**config.mk**
```make
export PLATFORM = sky130hd
export DESIGN_NAME = sd_sector_buffer
export DESIGN_NICKNAME = d
export VERILOG_FILES = /design/src/rtl/sd_sector_buffer.sv
export SDC_FILE = /design/constraint.sdc
export NUM_CORES = 2
export LEC_CHECK = 0
export CAP_MARGIN = 20
export CORE_ASPECT_RATIO = 0.8
export CORE_MARGIN = 1.5
export CORE_UTILIZATION = 57
export DETAILED_ROUTE_END_ITERATION = 8
export PLACE_DENSITY = 0.85
export SLEW_MARGIN = 5
export SYNTH_ARGS = -nofsm -noshare
export SYNTH_HDL_FRONTEND = slang
export SYNTH_SLANG_ARGS = --single-unit
```
**constraint.sdc**
```tcl
create_clock -name clk -period 3.8 [get_ports clk]
set_input_delay 0.76 -clock clk [delete_from_list [all_inputs] [get_ports clk]]
set_output_delay 0.76 -clock clk [all_outputs]
set_load 0.03 [all_outputs]
```
**src/rtl/sd_sector_buffer.sv**
```systemverilog
// Sector buffer between the SD sector reader and a disk controller: one card read fills a 512x8 RAM.
// Define SD_BUFFER_CACHE_EN to enable the single-entry LBA tag; without it every request goes to the card.
module sd_sector_buffer #(
    parameter logic [31:0] TIMEOUT_CYCLES = 32'd50_000_000
) (
    input  logic        clk,
    input  logic        rst,
    input  logic        req,
    input  logic [31:0] lba,
    input  logic        flush,
    output logic        busy,
    output logic        ack,
    output logic        err,
    input  logic [8:0]  rd_addr,
    output logic [7:0]  rd_data,
    output logic        sd_rstart,
    output logic [31:0] sd_rsector,
    input  logic        sd_rbusy,
    input  logic        sd_rdone,
    input  logic        sd_outen,
    input  logic [8:0]  sd_outaddr,
    input  logic [7:0]  sd_outbyte
);

    localparam int unsigned DATA_W       = 8;
    localparam int unsigned CNT_W        = 10;
    localparam int unsigned LBA_W        = 32;
    localparam int unsigned TMO_W        = 32;
    localparam int unsigned SECTOR_BYTES = 512;

`ifdef SD_BUFFER_CACHE_EN
    localparam logic CACHE_EN = 1'b1;
`else
    localparam logic CACHE_EN = 1'b0;
`endif

    typedef enum logic [2:0] {
        IDLE,
        WAITRDY,
        START,
        FILL,
        DRAIN
    } state_t;

    state_t             state;
    state_t             state_d;
    logic               busy_d;
    logic               ack_d;
    logic               err_d;
    logic               rstart_d;
    logic [LBA_W-1:0]   rsector_d;
    logic [LBA_W-1:0]   cur_lba;
    logic [LBA_W-1:0]   cur_lba_d;
    logic [CNT_W-1:0]   byte_cnt;
    logic [CNT_W-1:0]   byte_cnt_d;
    logic [CNT_W-1:0]   byte_cnt_inc;
    logic [TMO_W-1:0]   tmo_cnt;
    logic [TMO_W-1:0]   tmo_cnt_d;
    logic               tmo_hit;
    logic               tag_valid;
    logic               tag_valid_d;
    logic [LBA_W-1:0]   tag_lba;
    logic [LBA_W-1:0]   tag_lba_d;
    logic               hit;

    logic [DATA_W-1:0]  mem [SECTOR_BYTES];

    // Card side writes in every state; client read is registered (read-before-write on collision)
    always_ff @(posedge clk) begin
        if (sd_outen) begin
            mem[sd_outaddr] <= sd_outbyte;
        end
    end

    always_ff @(posedge clk) begin
        if (rst) begin
            rd_data <= '0;
        end else begin
            rd_data <= mem[rd_addr];
        end
    end

    // A simultaneous flush wins over the tag, so that request misses
    assign hit          = tag_valid && !flush && (tag_lba == lba);
    assign tmo_hit      = (tmo_cnt >= TIMEOUT_CYCLES);
    assign byte_cnt_inc = (sd_outen && (byte_cnt != CNT_W'(SECTOR_BYTES)))
                          ? byte_cnt + CNT_W'(1) : byte_cnt;

    always_ff @(posedge clk) begin
        if (rst) begin
            state <= IDLE;
        end else begin
            state <= state_d;
        end
    end

    always_comb begin
        state_d     = state;
        ack_d       = 1'b0;
        err_d       = 1'b0;
        rsector_d   = sd_rsector;
        cur_lba_d   = cur_lba;
        byte_cnt_d  = byte_cnt;
        tmo_cnt_d   = tmo_cnt;
        tag_valid_d = tag_valid;
        tag_lba_d   = tag_lba;

        case (state)
            IDLE: begin
                if (req) begin
                    cur_lba_d = lba;
                    if (hit) begin
                        ack_d = 1'b1;
                    end else begin
                        tag_valid_d = 1'b0;
                        state_d     = WAITRDY;
                    end
                end
            end
            WAITRDY: begin
                if (!sd_rbusy) begin
                    state_d    = START;
                    rsector_d  = cur_lba;
                    byte_cnt_d = '0;
                    tmo_cnt_d  = '0;
                end
            end
            START: begin
                byte_cnt_d = byte_cnt_inc;
                tmo_cnt_d  = tmo_cnt + TMO_W'(1);
                if (tmo_hit) begin
                    ack_d   = 1'b1;
                    err_d   = 1'b1;
                    state_d = DRAIN;
                end else if (sd_rbusy) begin
                    state_d = FILL;
                end
            end
            FILL: begin
                byte_cnt_d = byte_cnt_inc;
                tmo_cnt_d  = tmo_cnt + TMO_W'(1);
                if (sd_rdone) begin
                    ack_d   = 1'b1;
                    state_d = IDLE;
                    if (byte_cnt_inc == CNT_W'(SECTOR_BYTES)) begin
                        if (CACHE_EN) begin
                            tag_valid_d = 1'b1;
                            tag_lba_d   = cur_lba;
                        end
                    end else begin
                        err_d = 1'b1;
                    end
                end else if (tmo_hit) begin
                    ack_d   = 1'b1;
                    err_d   = 1'b1;
                    state_d = DRAIN;
                end
            end
            DRAIN: begin
                if (sd_rdone || !sd_rbusy) begin
                    state_d = IDLE;
                end
            end
            default: begin
                state_d = IDLE;
            end
        endcase

        if (flush) begin
            tag_valid_d = 1'b0;
        end

        // busy covers the ack cycle of a card access, but never a hit
        busy_d   = (state_d != IDLE) || (ack_d && (state != IDLE));
        rstart_d = (state_d == START);
    end

    always_ff @(posedge clk) begin
        if (rst) begin
            busy       <= 1'b0;
            ack        <= 1'b0;
            err        <= 1'b0;
            sd_rstart  <= 1'b0;
            sd_rsector <= '0;
            cur_lba    <= '0;
            byte_cnt   <= '0;
            tmo_cnt    <= '0;
            tag_valid  <= 1'b0;
            tag_lba    <= '0;
        end else begin
            busy       <= busy_d;
            ack        <= ack_d;
            err        <= err_d;
            sd_rstart  <= rstart_d;
            sd_rsector <= rsector_d;
            cur_lba    <= cur_lba_d;
            byte_cnt   <= byte_cnt_d;
            tmo_cnt    <= tmo_cnt_d;
            tag_valid  <= tag_valid_d;
            tag_lba    <= tag_lba_d;
        end
    end

endmodule

```
==> flow_metrics.py <==
metrics = {
    "die": {
        "die_w_microns": 603,
        "die-height_microns": 483,
        "initial_core_util_pct": 57.5,
        "io-pin-count": 109,
        "core_area_sq_mm": 0.285,
        "core.rowCount": 175,
        "dieArea_sq_mm": 0.291,
    },
    "setup_path": {
        "required_ns": 4.65,
        "path_max_fanout": 20,
        "crit_path_end": "rd_data[7]",
        "r2r_start": "mem[175][6]",
        "crit_chain": "buf_16 > buf_12 > buf_4 > and2_1 > buf_4 > a221oi_1 > a221oi_1 > a311oi_1 > nor3_1 > buf_4 > a211oi_1 > nor2_1 > o211ai_1",
        "slowest_delay_ns": 0.92,
        "crit_path_start": "rd_addr[0]",
        "worstSetupStartpointType": "input port",
        "rr_endpoint": "rd_data[6]",
        "path_class": "input port to flip-flop",
        "cp_slowest_cell": "a211oi_1",
        "worstRegToRegCells": 6,
        "arrival_ns": 4.63,
        "cpMostUsedCell": "buf_4",
        "rrSetupSlack_ns": 0.12,
        "end_kind": "flip-flop",
    },
    "synth": {
        "synth_area_leaders": "edfxtp_1 75%, mux4_2 13%, mux2i_1 2.4%",
        "yosys.cell_types.count": 71,
        "syn_nets": 8113,
        "synthCells": 8044,
        "yosys_warnings": 0,
        "synthArstFlopShare_pct": 0,
        "synth.avg_cell_area_sq_um": 20.4,
        "synthDominantCellAreaShare_pct": 75.0,
        "synth_flop_cell": "edfxtp_1",
        "synth_edf_count": 4096,
        "synth_area_leader_cell": "edfxtp_1",
        "synthesis.area_sq_mm": 0.164,
        "yosysSeqAreaShare_pct": 76.5,
        "synth_seq_cells": 4217,
    },
    "sta": {
        "grt_setup_unrepaired": "false",
        "hold_viol_final": 0,
        "fin_hold_ws_ns": 0.250,
        "fmax_mhz": 264,
        "finalCritPeriodShare_pct": 99.6,
        "slew-limit-headroom_pct": 12.5,
        "drv_slew": 0,
        "fin_skew_ns": 0.0510,
        "final.setup.tns_ns": 0,
        "setup_viol": 0,
        "fin_crit_ns": 3.79,
        "worst_slew_pin_slew_ns": 1.30,
    },
    "drt": {
        "vias_per_cell": 7.10,
        "vias": 95200,
        "wl_per_cell_microns": 36.6,
        "drc": 35,
        "drt_iter0_drc": 18700,
        "postRouteAntennaNets": 0,
        "drt_pre_antenna_iters": 9,
        "totalWireLength_mm": 490,
    },
    "place": {
        "numPortBuffers": 107,
        "place_congestion": 0.972,
        "dp_hpwl_mm": 285,
        "place_inst": 12700,
    },
    "clock_network": {
        "cts-root-buf": "clkbuf_16",
        "tritoncts": "yes",
        "numCtsBuffers": 383,
        "cts.hold.buffers_added": 0,
        "post-cts-setup-buffers": 0,
        "cts.sinks": 4217,
        "clock_latency_ns": 0.94,
        "cts_resized": 0,
        "cts.clk_slew.worst_paths_ns": 0.06,
        "htreeDepth": 5,
        "cts_max_path_buffers": 4,
    },
    "layout": {
        "area_growth_pct": 16.0,
        "stdcell_count": 13400,
        "final_common_cell": "edfxtp_1",
        "final_layout_size_suffix_gt1_share_pct": 29.2,
        "nNetsFinal": 9333,
        "final_cell_mix": "4096 x edfxtp_1, 1085 x buf_4, 952 x mux4_2",
        "utilization_pct": 66.7,
    },
    "outcome": {
        "status": "finished with violations",
        "violations": "DRC",
    },
    "run": {
        "cap_violations": 0,
    },
    "power": {
        "peakVddDrop_v": 0.000648,
        "p_per_area_mw_per_mm2": 503,
        "power.leakage_nw": 62.1,
        "power_mw": 95.6,
    },
    "hold_path": {
        "hp-class": "input port to flip-flop",
    },
    "global_route": {
        "grt_pass1_vias": 95100,
        "grt-ovfl-total": 0,
        "grt_usage_pct": 33.6,
        "grt_max_degree": 150,
        "grt_pass1_wl_mm": 692,
        "antenna_found_initial": 38,
    },
}
[worst max-delay path: cells and delay by family]
kind	cells	cell delay, ns
buf+inv	5	1.00
compound gates	5	2.21
simple gates	3	0.59
[where the power goes]
group	internal (mW)	leakage (nW)	switching [mW]
combinational	2.02	18.4	3.64
clock	21.4	6.00	17.5
sequential	51.0	37.8	0.0688
total	74.4	62.1	21.2
[logic make-up after synthesis]
family                   count (synthesis)  synth area share (%)
AO/OA/AOI/OAI                          650                  2.70
XOR/XNOR                                31                 0.166
adder cells (fa/ha/maj)                  4                0.0305
buffers and inverters                  505                  1.80
flip-flops                            4217                  76.5
multiplexers                          1356                  15.6
AND/OR/NAND/NOR                       1281                  3.28
[metrics by stage]
| step | worst slack, ns | area (sq um) |
|---|---|---|
| finish | 0.0141 | 190000 |
| global route | 0.0195 | 190000 |
| CTS | 0.336 | 190000 |
| detailed placement | -0.615 | 178000 |
| global placement | -0.577 | 178000 |
| floorplan | 0.587 | 164000 |
[registers in the layout, indices dropped and copies added, names as in the netlist]
name        count
state           3
cur_lba        32
tmo_cnt        32
ack             1
sd_rstart       1
sd_rsector     32
rd_data         8
byte_cnt       10
busy            1
err             1
mem          4096
[routing by layer]
metal | track usage (%) | part of all wire [%] | up-vias | routed length [microns]
li1 | - | - | 35500 | -
met1 | 42.4 | 31 | 47300 | 151000
met2 | 51.4 | 46 | 10000 | 223000
met3 | 11.5 | 17 | 2226 | 81300
met4 | 19.2 | 7.0 | 42 | 34300
met5 | 0 | 0.057 | - | 278
[synthesized netlist by cell type (all sizes together) (7+ instances only)]
cell and instances:
edfxtp 4096, mux4 952, nor2 652, mux2i 386, nand2 367, buf 270, clkbuf 216, a21oi 148
dfxtp 121, o21ai 81, o22ai 71, o221ai 66, nor3 59, nand3 56, a211oi 54, a22oi 54
a221oi 33, a31oi 31, nor4 29, o211ai 23, xor2 20, a311oi 19, inv 18, mux2 18
a22o 17, nor2b 17, and2 16, and3 13, nand2b 12, nand4 11, xnor2 11, a2111oi 9
or3 9, or2 8, o32ai 7
[worst min path at each step]
stage,from,end,slack (ns),cells after the start
5_1_grt,sd_outbyte[7],mem[125][7],0.26,1
6_report,sd_outbyte[7],mem[125][7],0.25,1
3_5_place_dp,cur_lba[6],sd_rsector[6],0.44,2
2_1_floorplan,cur_lba[0],sd_rsector[0],0.43,2
3_3_place_gp,cur_lba[17],sd_rsector[17],0.44,2
4_1_cts,sd_outbyte[7],mem[125][7],0.25,1
[area by class of cell]
class                      count  area (sq um)
inverter                      19          83.8
multi-input combinational   3322         35800
clock inverter               234          2090
timing repair buffer        1321         11800
antenna                       30          75.1
sequential                  4217        125000
tap                         3805          4760
fill                       16100         95100
clock buffer                 459         10100
Note: power is estimated with default switching activity, not from simulation.
